==> config.mk <==
export PLATFORM = sky130hd
export DESIGN_NAME = pc_branch_unit
export DESIGN_NICKNAME = d
export VERILOG_FILES = /design/src/rtl/pc_branch_unit.sv
export SDC_FILE = /design/constraint.sdc
export NUM_CORES = 1
export LEC_CHECK = 0
export CELL_PAD_IN_SITES_DETAIL_PLACEMENT = 2
export CELL_PAD_IN_SITES_GLOBAL_PLACEMENT = 2
export CORE_ASPECT_RATIO = 0.7
export CORE_MARGIN = 8
export CORE_UTILIZATION = 46
export CTS_CLUSTER_DIAMETER = 50
export CTS_CLUSTER_SIZE = 24
export DETAILED_ROUTE_END_ITERATION = 7
export PLACE_DENSITY = 0.93
export RECOVER_POWER = 100
export SLEW_MARGIN = 20
export SYNTH_ARGS = -nofsm -noshare
export SYNTH_HDL_FRONTEND = slang
export SYNTH_SLANG_ARGS = --single-unit
==> constraint.sdc <==
create_clock -name clk -period 11.2 [get_ports clk]
set_input_delay 2.24 -clock clk [delete_from_list [all_inputs] [get_ports clk]]
set_output_delay 2.24 -clock clk [all_outputs]
set_load 0.05 [all_outputs]
==> src/rtl/pc_branch_unit.sv <==
// Registered program counter with conditional jumps and a CALL/RET return-address stack.
// Resolves one flow-control op per stepped cycle; all outputs come straight from flops.
module pc_branch_unit #(
    parameter int unsigned       ADDR_W       = 20,
    parameter int unsigned       STACK_DEPTH  = 8,
    parameter logic [ADDR_W-1:0] RESET_VECTOR = '0
) (
    input  logic                             clk,
    input  logic                             rst_n,
    input  logic                             step,
    input  logic [2:0]                       op,
    input  logic                             zero_flag,
    input  logic                             carry_flag,
    input  logic                             neg_flag,
    input  logic [ADDR_W-1:0]                target,
    input  logic                             clr_err,
    output logic [ADDR_W-1:0]                pc,
    output logic                             taken,
    output logic [$clog2(STACK_DEPTH+1)-1:0] sp,
    output logic                             stack_overflow,
    output logic                             stack_underflow
);

    localparam int unsigned SP_W  = $clog2(STACK_DEPTH + 1);
    localparam int unsigned IDX_W = $clog2(STACK_DEPTH);

    localparam logic [2:0] OP_NOP   = 3'd0;
    localparam logic [2:0] OP_JMP   = 3'd1;
    localparam logic [2:0] OP_JMPZ  = 3'd2;
    localparam logic [2:0] OP_JMPNZ = 3'd3;
    localparam logic [2:0] OP_JMPC  = 3'd4;
    localparam logic [2:0] OP_JMPN  = 3'd5;
    localparam logic [2:0] OP_CALL  = 3'd6;
    localparam logic [2:0] OP_RET   = 3'd7;

    logic [ADDR_W-1:0] pc_q, pc_d;
    logic [SP_W-1:0]   sp_q, sp_d;
    logic              taken_q, taken_d;
    logic              stack_overflow_q, stack_overflow_d;
    logic              stack_underflow_q, stack_underflow_d;

    logic [ADDR_W-1:0] stack_q [STACK_DEPTH];
    logic [ADDR_W-1:0] seq_c;
    logic              full_c;
    logic              empty_c;
    logic              push_c;
    logic [IDX_W-1:0]  push_idx_c;
    logic [IDX_W-1:0]  top_idx_c;

    assign seq_c      = pc_q + ADDR_W'(1);
    assign full_c     = (sp_q == SP_W'(STACK_DEPTH));
    assign empty_c    = (sp_q == '0);
    assign push_idx_c = IDX_W'(sp_q);
    assign top_idx_c  = IDX_W'(sp_q - SP_W'(1));

    // Next-state resolution of the op; error flags clear unless a new error sets them.
    always_comb begin
        pc_d              = pc_q;
        sp_d              = sp_q;
        taken_d           = 1'b0;
        push_c            = 1'b0;
        stack_overflow_d  = stack_overflow_q & ~clr_err;
        stack_underflow_d = stack_underflow_q & ~clr_err;

        if (step) begin
            pc_d = seq_c;
            case (op)
                OP_NOP: begin
                    pc_d = seq_c;
                end
                OP_JMP: begin
                    pc_d    = target;
                    taken_d = 1'b1;
                end
                OP_JMPZ, OP_JMPNZ, OP_JMPC, OP_JMPN: begin
                    if ((op == OP_JMPZ  &&  zero_flag)  ||
                        (op == OP_JMPNZ && !zero_flag)  ||
                        (op == OP_JMPC  &&  carry_flag) ||
                        (op == OP_JMPN  &&  neg_flag)) begin
                        pc_d    = target;
                        taken_d = 1'b1;
                    end
                end
                OP_CALL: begin
                    if (full_c) begin
                        stack_overflow_d = 1'b1;
                    end else begin
                        push_c  = 1'b1;
                        sp_d    = sp_q + SP_W'(1);
                        pc_d    = target;
                        taken_d = 1'b1;
                    end
                end
                OP_RET: begin
                    if (empty_c) begin
                        stack_underflow_d = 1'b1;
                    end else begin
                        sp_d    = sp_q - SP_W'(1);
                        pc_d    = stack_q[top_idx_c];
                        taken_d = 1'b1;
                    end
                end
                default: begin
                    pc_d = seq_c;
                end
            endcase
        end
    end

    // Control state with asynchronous reset.
    always_ff @(posedge clk or negedge rst_n) begin
        if (!rst_n) begin
            pc_q              <= RESET_VECTOR;
            sp_q              <= '0;
            taken_q           <= 1'b0;
            stack_overflow_q  <= 1'b0;
            stack_underflow_q <= 1'b0;
        end else begin
            pc_q              <= pc_d;
            sp_q              <= sp_d;
            taken_q           <= taken_d;
            stack_overflow_q  <= stack_overflow_d;
            stack_underflow_q <= stack_underflow_d;
        end
    end

    // Return-address storage; contents only matter below sp, so no reset.
    always_ff @(posedge clk) begin
        if (push_c) begin
            stack_q[push_idx_c] <= seq_c;
        end
    end

    assign pc              = pc_q;
    assign taken           = taken_q;
    assign sp              = sp_q;
    assign stack_overflow  = stack_overflow_q;
    assign stack_underflow = stack_underflow_q;

endmodule

==> reports/results.txt <==
# diodes -> 0
Worst-Margin Slew -> 2.18 ns
Mapped Area -> 8090 um^2
CP Class -> primary input to flop
Crit Path Max Fanout -> 43
sequential share of the synthesized area -> 67.7%
pwr/cell area -> 268 nW/um^2
status -> finished with violations
Worst Reg2Reg Path Length in Cells -> 8
CP top delay family -> buffers and inverters
violations in the final reports -> capacitance limit, slew limit
combinational power share -> 37.8%
setup TNS -> 0 ns
Die W -> 175 um
initial antenna violation count -> 0
async set-or-reset flop fraction in the synthesized netlist -> 14.4%
initial core utilization -> 47.0%
Slowest-stage cell, CP -> nor3_1
DR DRC count -> 0
Worst Hold Class -> flop to flop
most frequent cell after synthesis -> edfxtp_1
total gr overflow -> 0
die height -> 127 um
Synth Area in Compound Gates -> 6.65%
RSZ-0062 raised after global routing -> no
pre-CTS setup slack -> 5.86 ns
Main synth FF type -> edfxtp_1
Achievable Freq -> 136 MHz
Sequential Area -> 5480 um^2
Hold Path Cell Cnt -> 2
setup bufs post-CTS -> 0
Internal Power -> 1.55 mW
final setup violating endpoints -> 0
CTS tree -> done
num rows -> 40
Reg-to-Reg End -> stack_q[2][8]
CTS root buf -> clkbuf_16
gr usage total -> 25.3%
drt total wl -> 27.5 mm
CP most frequent cell -> clkbuf_1
crit path DAT -> 7.44 ns
largest family of logic cells by synthesized area -> multiplexers
fin. max-slew vios -> 129
Final Hold Fails -> 0
area share of the largest cell type after synthesis -> 59.4%
top post-synthesis cells by count -> edfxtp_1 (160), nand2_1 (62), mux4_2 (41)
Worst Hold Launch -> stack_overflow
Final nets -> 618
Crit. End Element -> flop
Clock Sinks -> 187
wire length of the first global-routing pass -> 40.5 mm
Worst Hold End -> stack_overflow
crit-path cells -> dlygate4sd3_1 > clkbuf_1 > nand2_1 > nor3_1 > clkbuf_1
Syn Nets -> 560
Max Cap Violations -> 6
share of cells above drive strength 1 -> 13.7%
area taken by multi-input logic gates -> 2440 um^2
CP bufs+invs -> 3
clk_lat worst skew -> 0.45 ns
vias per cell -> 6.49
CTS Buf Count -> 17
EDFF count, synth -> 160
Synth Warn # -> 0
FF+latch count, synth -> 187
Flop pwr share -> 36.8%
CP Data Required Time -> 11.27 ns
xor and xnor fraction of the mapped netlist area -> 2.60%
Port Buf Inserts -> 56
Core Box Area -> 17200 um^2
First DRT Iteration DRCs -> 591
top cells by area, synth -> edfxtp_1 (59%), mux4_2 (11%), dfrtp_1 (8.3%)
placed wire-length estimate -> 16.6 mm
Mapped Avg Cell Area -> 15.4 um^2
worst hold slack -> 0.565 ns
TritonRoute pass-1 iters -> 5
CP Launch Point -> step
Post-CTS Hold Fix Bufs -> 0
Post-DRT Antenna Nets -> 0
clock share of power -> 25.4%
Critical Path Start Type -> primary input
Vias -> 5379
Fillers -> 1524
Largest stage delay, worst path -> 1.84 ns
instance count of the mapped netlist -> 527
Die Area -> 22200 um^2
Syn-to-layout area delta -> 17.2%
global placer's final weighted congestion -> 0.802
clock buffer depth -> 2
H-tree levels -> 4
Pleak -> 3.18 nW
largest net degree at the start of global routing -> 49
WL/cell -> 33.2 um
setup ws final -> 3.83 ns
flop2flop setup slack -> 5.72 ns
Peak VDD IR -> 153 uV
Post-Synth Simple-Gate Area -> 8.42%
switch share -> 39.0%
Yosys cell types -> 49
Switch Pwr -> 0.992 mW
vias in the first global route -> 5907
CTS-repair resized insts -> 0
Layout Skew -> 0.0139 ns
Clk pin slew, worst setup/hold paths -> 0.08 ns
part of the cycle the worst path needs -> 65.8%
min cycle time layout -> 7.37 ns
post-synthesis mux area share -> 11.8%
area share of fa/ha/maj cells after synthesis -> 0.464%
I/O Pins -> 57
max_slew headroom -> -46.3%
leading area contributor after synthesis -> edfxtp_1
RR Startpoint -> sp[0]
==> how the worst max path moves through the flow <==
| stage | end | slack, ns | depth (start not counted) |
|---|---|---|---|
| floorplan | stack_q[0][0] | 5.94 | 4 |
| global placement | stack_q[1][10] | 6.15 | 6 |
| detailed placement | stack_q[1][10] | 5.86 | 5 |
| CTS | pc[7] | 6.21 | 8 |
| global route | stack_q[2][8] | 3.72 | 5 |
| finish | stack_q[2][8] | 3.83 | 5 |
==> registers in the layout, summed over array words and instances, names as in the netlist <==
signal,flops
stack_q,160
pc,20
stack_overflow,1
stack_underflow,1
taken,1
sp,4
==> area by class of cell <==
| class | count | share of cell area, % |
|---|---|---|
| Multi-Input combinational cell | 297 | 25.7 |
| Sequential cell | 187 | 57.8 |
| Tap cell | 231 | 3.05 |
| Inverter | 10 | 0.396 |
| Timing Repair Buffer | 72 | 6.70 |
| Clock inverter | 14 | 1.89 |
| Clock buffer | 18 | 4.52 |
==> kinds of logic after synthesis <==
family,count (synthesis)
xor gates and xnor gates,24
DFF,187
AOI/OAI and AO/OA,81
buffers and inverters,43
and+or+nand+nor,146
muxes,43
adders and majority gates,3
==> power by group through the flow <==
stage                     combinational, mW  clock [mW]  sequential (mW)
final                                 0.960       0.646            0.935
after CTS                             0.979       0.650            0.934
after global placement                0.884           0            0.938
after floorplan                       0.548           0             1.01
after global routing                   1.01       0.672            0.939
after detailed placement              0.943           0            0.945
==> worst reg2reg max path: cells and delay by family, from the launching register on <==
kind	cells	cell delay, ns
buffers and inverters	3	1.77
adders and majority gates	1	0.39
and+or+nand+nor	4	2.57
DFF	1	0.36
==> per-stage QoR <==
step	cell area [um^2]	instances	util, %	power, mW
after floorplan	8090	527	-	1.56
after detailed placement	8960	797	52.0	1.89
after global routing	9490	829	55.1	2.62
final	9490	829	55.1	2.54
after global placement	8960	797	52.0	1.82
after CTS	9570	829	55.6	2.56
==> per-layer routing <==
| layer | vias up | wire (um) | GRT usage, % |
|---|---|---|---|
| met5 | - | 0 | 0 |
| met4 | 0 | 758 | 9.69 |
| met3 | 57 | 1840 | 5.74 |
| met2 | 268 | 14100 | 43.3 |
| met1 | 2882 | 10900 | 31.1 |
| li1 | 2172 | - | - |
==> cell usage in the layout (no fill, tap or decap), types with 2 or more instances in the layout <==
cell type,n
dlygate4sd3_1,31
and4_1,4
clkinv_4,2
a221o_1,6
a221oi_1,10
buf_4,4
clkdlybuf4s50_1,25
dfrtp_1,26
inv_6,6
a211oi_1,4
clkbuf_16,17
xnor2_1,12
a21oi_1,33
nor4_1,4
inv_1,9
a211o_1,3
o211ai_1,2
bufinv_16,3
mux4_2,41
and2_0,2
and3_1,5
clkbuf_1,13
nor2_1,30
xor2_1,11
nor3_1,12
nand4_1,6
o22ai_1,6
ha_1,3
or3_1,4
nand2_1,62
clkinv_1,2
o21ai_0,7
edfxtp_1,160
nand3_1,11
(Power assumes the default switching activity.)
